## config.mk

```make
export PLATFORM = sky130hd
export DESIGN_NAME = dem_dwa_sched6_flat
export DESIGN_NICKNAME = d
export VERILOG_FILES = /design/src/rtl/dem_dwa_sched6_if.sv /design/src/rtl/dem_dwa_sched6.sv /design/src/flat_wrapper.sv
export SDC_FILE = /design/constraint.sdc
export NUM_CORES = 1
export LEC_CHECK = 0
export ABC_AREA = 0
export BUFFER_PORTS_ARGS = -buffer_cell sky130_fd_sc_hd__buf_2
export CAP_MARGIN = 20
export CORE_ASPECT_RATIO = 0.6
export CORE_UTILIZATION = 60
export CTS_CLUSTER_DIAMETER = 60
export CTS_CLUSTER_SIZE = 28
export DETAILED_ROUTE_END_ITERATION = 16
export PLACE_DENSITY = 0.85
export SLEW_MARGIN = 10
export SYNTH_ARGS = -nofsm -noshare
export SYNTH_HDL_FRONTEND = slang
export SYNTH_SLANG_ARGS = --single-unit
```

## constraint.sdc

```tcl
create_clock -name clk -period 7.9 [get_ports clk]
set_clock_uncertainty 0.15 [all_clocks]
set_input_delay 0.395 -clock clk [delete_from_list [all_inputs] [get_ports clk]]
set_output_delay 0.395 -clock clk [all_outputs]
set_load 0.02 [all_outputs]
```

## src/rtl/dem_dwa_sched6_if.sv

```systemverilog
// Sample-side bundle of the DWA scheduler: request fields in, registered
// element selection and pointer state out.
interface dem_dwa_sched6_if;
    logic       clk_en;
    logic       code_vld;
    logic [2:0] code;
    logic [1:0] mode;
    logic       ptr_clr;
    logic [5:0] sv;
    logic [5:0] st;
    logic [2:0] tcnt;
    logic       sv_vld;
    logic       sat;
    logic [2:0] ptr;

    modport master (
        output clk_en, code_vld, code, mode, ptr_clr,
        input  sv, st, tcnt, sv_vld, sat, ptr
    );
    modport slave (
        input  clk_en, code_vld, code, mode, ptr_clr,
        output sv, st, tcnt, sv_vld, sat, ptr
    );
endinterface

```

## src/rtl/dem_dwa_sched6.sv

```systemverilog
// DWA element scheduler for a 6-element unary DAC: rotates a start pointer so
// element usage averages out, registering select, turn-on vector and count.
module dem_dwa_sched6 #(
    parameter int unsigned PTR_INIT = 0
) (
    input  logic            clk,
    input  logic            rst,
    dem_dwa_sched6_if.slave bus
);
    localparam int         NUM_EL    = 6;
    localparam logic [2:0] PTR_RST   = 3'(PTR_INIT % NUM_EL);
    localparam logic [1:0] MODE_DWA  = 2'b01;
    localparam logic [1:0] MODE_FRZ  = 2'b10;

    logic [NUM_EL-1:0] sv_q, st_q, sv_new, st_new;
    logic [2:0]        tcnt_q, tcnt_new, ptr_q, ptr_nxt, n;
    logic [3:0]        ptr_sum;
    logic              vld_q, sat_q, acc, dwa_sel;

    assign acc     = bus.clk_en & bus.code_vld;
    assign n       = (bus.code == 3'd7) ? 3'd6 : bus.code;
    assign dwa_sel = (bus.mode == MODE_DWA) || (bus.mode == MODE_FRZ);

    // Element i is on when its distance from the pointer (mod 6) is below n.
    for (genvar i = 0; i < NUM_EL; i++) begin : g_el
        logic [3:0] off, rot;
        assign off       = 4'(i) + 4'd6 - {1'b0, ptr_q};
        assign rot       = (off >= 4'd6) ? off - 4'd6 : off;
        assign sv_new[i] = dwa_sel ? (rot < {1'b0, n}) : (4'(i) < {1'b0, n});
    end

    assign st_new = sv_new & ~sv_q;

    always_comb begin
        tcnt_new = 3'd0;
        for (int k = 0; k < NUM_EL; k++)
            tcnt_new = tcnt_new + {2'b00, st_new[k]};
    end

    assign ptr_sum = {1'b0, ptr_q} + {1'b0, n};
    assign ptr_nxt = (ptr_sum >= 4'd6) ? 3'(ptr_sum - 4'd6) : ptr_sum[2:0];

    always_ff @(posedge clk) begin
        if (rst) begin
            sv_q   <= '0;
            st_q   <= '0;
            tcnt_q <= '0;
            vld_q  <= 1'b0;
            sat_q  <= 1'b0;
            ptr_q  <= PTR_RST;
        end else if (bus.clk_en) begin
            if (bus.code_vld) begin
                sv_q   <= sv_new;
                st_q   <= st_new;
                tcnt_q <= tcnt_new;
                vld_q  <= 1'b1;
                sat_q  <= (bus.code == 3'd7);
            end else begin
                st_q   <= '0;
                tcnt_q <= '0;
                vld_q  <= 1'b0;
                sat_q  <= 1'b0;
            end
            // Clear wins over advance; selection above already used the old pointer.
            if (bus.ptr_clr)
                ptr_q <= PTR_RST;
            else if (acc && bus.mode == MODE_DWA)
                ptr_q <= ptr_nxt;
        end
    end

    assign bus.sv     = sv_q;
    assign bus.st     = st_q;
    assign bus.tcnt   = tcnt_q;
    assign bus.sv_vld = vld_q;
    assign bus.sat    = sat_q;
    assign bus.ptr    = ptr_q;
endmodule

```

## src/flat_wrapper.sv

```systemverilog
// flat-port wrapper written by rule: the top's interface ports become plain ports
module dem_dwa_sched6_flat 
#(
    parameter int unsigned PTR_INIT = 0
)
  (clk, rst, bus_clk_en, bus_code_vld, bus_code, bus_mode, bus_ptr_clr, bus_sv, bus_st, bus_tcnt, bus_sv_vld, bus_sat, bus_ptr);
  dem_dwa_sched6_if bus_i ();
  input  logic clk;
  input  logic rst;
  input wire logic [$bits(bus_i.clk_en)-1:0] bus_clk_en;
  input wire logic [$bits(bus_i.code_vld)-1:0] bus_code_vld;
  input wire logic [$bits(bus_i.code)-1:0] bus_code;
  input wire logic [$bits(bus_i.mode)-1:0] bus_mode;
  input wire logic [$bits(bus_i.ptr_clr)-1:0] bus_ptr_clr;
  output wire logic [$bits(bus_i.sv)-1:0] bus_sv;
  output wire logic [$bits(bus_i.st)-1:0] bus_st;
  output wire logic [$bits(bus_i.tcnt)-1:0] bus_tcnt;
  output wire logic [$bits(bus_i.sv_vld)-1:0] bus_sv_vld;
  output wire logic [$bits(bus_i.sat)-1:0] bus_sat;
  output wire logic [$bits(bus_i.ptr)-1:0] bus_ptr;
  assign bus_i.clk_en = bus_clk_en;
  assign bus_i.code_vld = bus_code_vld;
  assign bus_i.code = bus_code;
  assign bus_i.mode = bus_mode;
  assign bus_i.ptr_clr = bus_ptr_clr;
  assign bus_sv = bus_i.sv;
  assign bus_st = bus_i.st;
  assign bus_tcnt = bus_i.tcnt;
  assign bus_sv_vld = bus_i.sv_vld;
  assign bus_sat = bus_i.sat;
  assign bus_ptr = bus_i.ptr;
  dem_dwa_sched6 #(.PTR_INIT(PTR_INIT)) u_core (.clk(clk), .rst(rst), .bus(bus_i));
endmodule
```

== Word-level counts from Yosys, hierarchy flattened ==
Cells that the tools add are included.
Word-level totals
  register bits after elaboration: 20
  input bits: 10
  logic and storage cells: 75
  output and inout bits: 20
Cells by class
  reduce and logical (&&, ||, !) cells: 5
  add/subtract/negate cells: 19
  equality and inequality tests: 3
  order comparisons: 19
  mux-type cells: 20
  bitwise operators: 3
Operator list (count)
  $ge 4x3->1 const B: 7
  $lt 4x3->1: 6
  $mux 4: 6
  $sub 4x3->4 const B: 6
  $sub 4x3->4 const A: 4
  $mux 3: 5
  $add 3x1->3: 4
  $mux 1: 8
  $sub 3x3->4 const A: 2
  $and 6x6->6: 1
  $lt 1x3->1 const A: 2
  $lt 2x3->1 const A: 2
  $lt 3x3->1 const A: 2
  $mux 6: 1
  $not 6->6: 1
  $add 3x3->4: 1
  $reduce_and 2->1: 2
  $eq 3x3->1 const B: 1
  $sub 3x3->3 const B: 1
  $add 1x1->2: 1
  $eq 2x1->1 const B: 1
  $eq 2x2->1 const B: 1
  $reduce_bool 2->1: 1
  $and 1x1->1: 1
  2 further kinds: 2

== Logic depth before layout (Yosys ltp) ==
  word-level depth: 12
  depth in mapped cells: 20

== Worst setup path after synthesis ==
OpenSTA, ideal clock, no wires.
  path type: reg-to-reg
  start: register u_core.ptr_q[1] (netlist: u_core.bus.ptr[1])
  end: register u_core.tcnt_q[1] (netlist: u_core.bus.tcnt[1])
  data arrival time: 4.517 ns
  path slack: 3.105 ns
  cell stages (with the launch flop): 20
  period minus slack after synthesis: 4.795 ns
  cell sequence: dfxtp_1 > inv_1 > ha_1 > inv_1 > ha_1 > a21oi_1 > a21oi_1 > ha_1 > o21ai_0 > a21oi_1 > a311o_2 > nor2_1 > ha_1 > fa_1 > inv_1 > fa_1 > fa_1 > nor2_1 > a21oi_1 > nor2_1
Between the ends
  word-level cells in the longest chain between the ends: 12
RTL lines
  start, declared: RTL line dem_dwa_sched6.sv:16  | logic [2:0] tcnt_q, tcnt_new, ptr_q, ptr_nxt, n;
  start signal, assigned: RTL line dem_dwa_sched6.sv:68  | ptr_q <= ptr_nxt;
  $sub 3x3->4: RTL line dem_dwa_sched6.sv:27  | assign off = 4'(i) + 4'd6 - {1'b0, ptr_q};
  $sub 4x3->4 or $ge 4x3->1 (tied branches): RTL line dem_dwa_sched6.sv:28  | assign rot = (off >= 4'd6) ? off - 4'd6 : off;
  $mux 4: RTL line dem_dwa_sched6.sv:28
  $lt 4x3->1: RTL line dem_dwa_sched6.sv:29  | assign sv_new[i] = dwa_sel ? (rot < {1'b0, n}) : (4'(i) < {1'b0, n});
  $mux 1: RTL line dem_dwa_sched6.sv:29
  $and 6x6->6 *: RTL line dem_dwa_sched6.sv:32  | assign st_new = sv_new & ~sv_q;
  $add 1x1->2: RTL line dem_dwa_sched6.sv:37  | tcnt_new = tcnt_new + {2'b00, st_new[k]};
  $add 3x1->3 (3 in a row): RTL line dem_dwa_sched6.sv:37
  $add 3x1->3 *: RTL line dem_dwa_sched6.sv:37
  $mux 3 *: RTL line dem_dwa_sched6.sv:52  | if (bus.code_vld) begin
  end signal, assigned: RTL line dem_dwa_sched6.sv:55  | tcnt_q <= tcnt_new;
  end, declared: RTL line dem_dwa_sched6.sv:16
Mark *: on every way between the ends. The rest lies on a longest branch, timed or not.
A chain may end at the register's enable or synchronous reset.

== Worst setup path after layout ==
Same ends and word-level chain as after synthesis.

==> out/results.txt <==
Met2 Use GR: 0.4705
Min-Delay Endpoint: u_core.bus.st[3]
Die H: 43.66 um
Setup TNS Final: 0 ps
FF+latch count, synth: 20
First-pass GRT wire length: 7.320 mm
Worst-Margin Slew: 438.7 ps
Starting Density: 0.6605
Leak Pwr: 0.9281 nW
Mapped Nets: 258
Register area share after synthesis: 0.2307
Vias post-DR: 1624
Final Hold Violating Endpoints: 0
Reg2Reg Depth: 19
GRT Util Overall: 0.3140
Largest net degree at the start of global routing: 19
Synth async-reset ratio: 0
CTS resizes: 0
Crit path DAT: 5160 ps
Post-DR wirelength/cell: 15.93 um
Hpwl dp: 3.290 mm
IO buf count: 29
Met3 Track Usage GR: 0.05814
Startpoint Class: flop
Total power: 300.1 uW
Htree depth: 1
DRT Wirelength: 4.301 mm
Status: completed
Worst r2r src: u_core.bus.ptr[1]
Die area: 3119 sq um
Power density cells: 153.0 nW/um^2
Final ANT Viol Nets: 0
RSZ-0062 raised after global routing: false
CTS Hold Bufs: 0
Hold Crit Start: bus_clk_en
Number of top-level pins: 30
Clock Pin Slew Worst Setup and Hold Paths: 80 ps
Final worst path period need: 5160 ps
Average size of a mapped cell: 8.147 sq um
Post CTS Setup Buffer Count: 0
Netlist cell types: 46
Global route overflow: 0
Reg-to-Reg End: u_core.bus.tcnt[1]
FP Rows: 14
DR pass1 iterations: 4
Hold Path Cell Cnt: 2
Post-synth EDFFs: 0
Crit-path max FO: 11
Layout cells sized above 1: 0.1807
Synth Cell Area: 1735 sq um
Fin nets: 284
Initial antenna violation count: 0
Final Max Slew Viols: 0
Busiest grt layer: met1
Clk sinks: 20
Max-slew headroom: 0.6999
Warnings from Yosys: 0
TritonCTS clock tree: yes
Clock latency on the worst-skew pair: 270 ps
N_diodes: 0
Peak VDD IR: 99.46 uV
Drt initial violations: 139
Vias in the first global route: 1474
Critical Path Source: u_core.bus.ptr[1]
Final setup viols: 0
CP endpoint kind: flop
Max Freq: 0.1938 GHz
Area Growth Syn to Fin: 13.05%
# DRC: 0
Period Utilization, post-route: 0.6531
Hold Path Class: in2reg
Met1 Track Usage GR: 0.4784
Worst Path Required: 7900 ps
GP Congestion: 0.9266
Main synth FF type: dfxtp_1
WS Path Type: reg2reg
MaxCap Viol Count: 0
Maximum root-to-sink buffer count: 2
Gate Count Post-Synth: 213
Clk root buf: clkbuf_8
DR vias/cell: 6.015
Num CTS Buffers: 3
Core area: 2628 sq um
Worst R2R Setup Slack: 2740 ps
Die W: 71.43 um
[through the flow]
| stage | hold WS [ps] | std cells | instance area (sq um) | worst slack, ps | utilization |
|---|---|---|---|---|---|
| final | 259.9 | 270 | 1962 | 2740 | 0.7467 |
| after global routing | 273.3 | 270 | 1962 | 2470 | 0.7467 |
| after CTS | 266.3 | 270 | 1962 | 2804 | 0.7467 |
| after detailed placement | 314.1 | 266 | 1891 | 2829 | 0.7195 |
| after global placement | 307.6 | 266 | 1891 | 3065 | 0.7195 |
| after floorplan | 391.0 | 213 | 1735 | 3105 | - |
[area by class of cell]
class	count	area [sq um]
Timing Repair Buffer	29	145.1
Inverter	18	67.56
Sequential cell	20	400.4
Multi-Input combinational cell	167	1237
Fill cell	212	665.6
Tap cell	32	40.04
Clock buffer	3	41.29
Clock inverter	1	30.03
[how the worst max path moves through the flow]
stage	to	slack (ps)	depth (start not counted)
finish	u_core.bus.tcnt[1]	2740	19
global route	u_core.bus.tcnt[1]	2470	19
CTS	u_core.bus.tcnt[1]	2800	19
detailed placement	u_core.bus.tcnt[1]	2830	19
global placement	u_core.bus.tcnt[1]	3060	19
floorplan	u_core.bus.tcnt[1]	3110	19
[sequential cells by signal, summed over array words and instances, names as in the netlist]
name,cells
u_core.bus.tcnt,3
u_core.bus.ptr,3
u_core.bus.sat,1
u_core.bus.st,6
u_core.bus.sv,6
u_core.bus.sv_vld,1
[where the power goes]
part	switching, mW	internal, mW	leakage, nW
clock network	0.0374	0.0678	0.0357
logic	0.0514	0.0317	0.729
registers	0.00432	0.107	0.163
[kinds of logic (layout without fill, tap and decap cells)]
group                    Yosys count  count (layout)  share of synthesized area
AND/OR/NAND/NOR                   68              68                     0.1889
AO/OA/AOI/OAI                     59              59                     0.2242
adder cells (fa/ha/maj)           35              35                     0.2696
buffers and inverters             26              51                    0.05623
flip-flops                        20              20                     0.2307
XOR/XNOR                           4               4                    0.02452
multiplexers                       1               1                   0.005768
[per-layer routing]
metal	vias to the layer above	wire length [um]	part of all wire
li1	796	-	-
met4	0	17	0.0040
met1	762	2139	0.50
met2	63	1810	0.42
met5	-	0	0
met3	3	334	0.078
[cells in the final DEF (no fill, tap or decap), types with 3 or more instances in the layout]
cell type,instances
o21ai_0,14
fa_1,4
a21o_1,3
o32ai_1,4
nor2_1,25
a21oi_1,19
inv_1,16
a211oi_1,4
xnor2_1,3
buf_2,29
ha_1,31
dfxtp_1,20
nor2b_1,7
nand2_1,17
nor3_1,4
clkbuf_8,3
[worst max-delay path, stage by stage (launching register included)]
cell	delay (ps)
dfxtp_1	590
inv_1	230
ha_1	480
inv_1	150
ha_1	310
a21oi_1	130
a21oi_1	60
ha_1	270
o21ai_0	70
a21oi_1	80
a311o_2	340
nor2_1	120
ha_1	260
fa_1	540
inv_1	60
fa_1	460
fa_1	490
nor2_1	40
a21oi_1	140
nor2_1	50
[synthesized netlist by cell type, types with 2 or more instances]
cell       n  area share
nor2_1    25       0.054
a21o_1     3       0.013
or2_2      2      0.0072
a211oi_1   4       0.017
nand2b_1   2      0.0072
nand3_1    2      0.0058
o32ai_1    4       0.020
nor3_1     4       0.012
clkbuf_1   8       0.017
nand2_1   17       0.037
nor2b_1    7       0.025
a21oi_1   19       0.055
dfxtp_1   20        0.23
o21ai_0   14       0.040
ha_1      31        0.22
fa_1       4       0.046
inv_1     16       0.035
xnor2_1    3       0.015
Power figures use the tool's default switching activity.
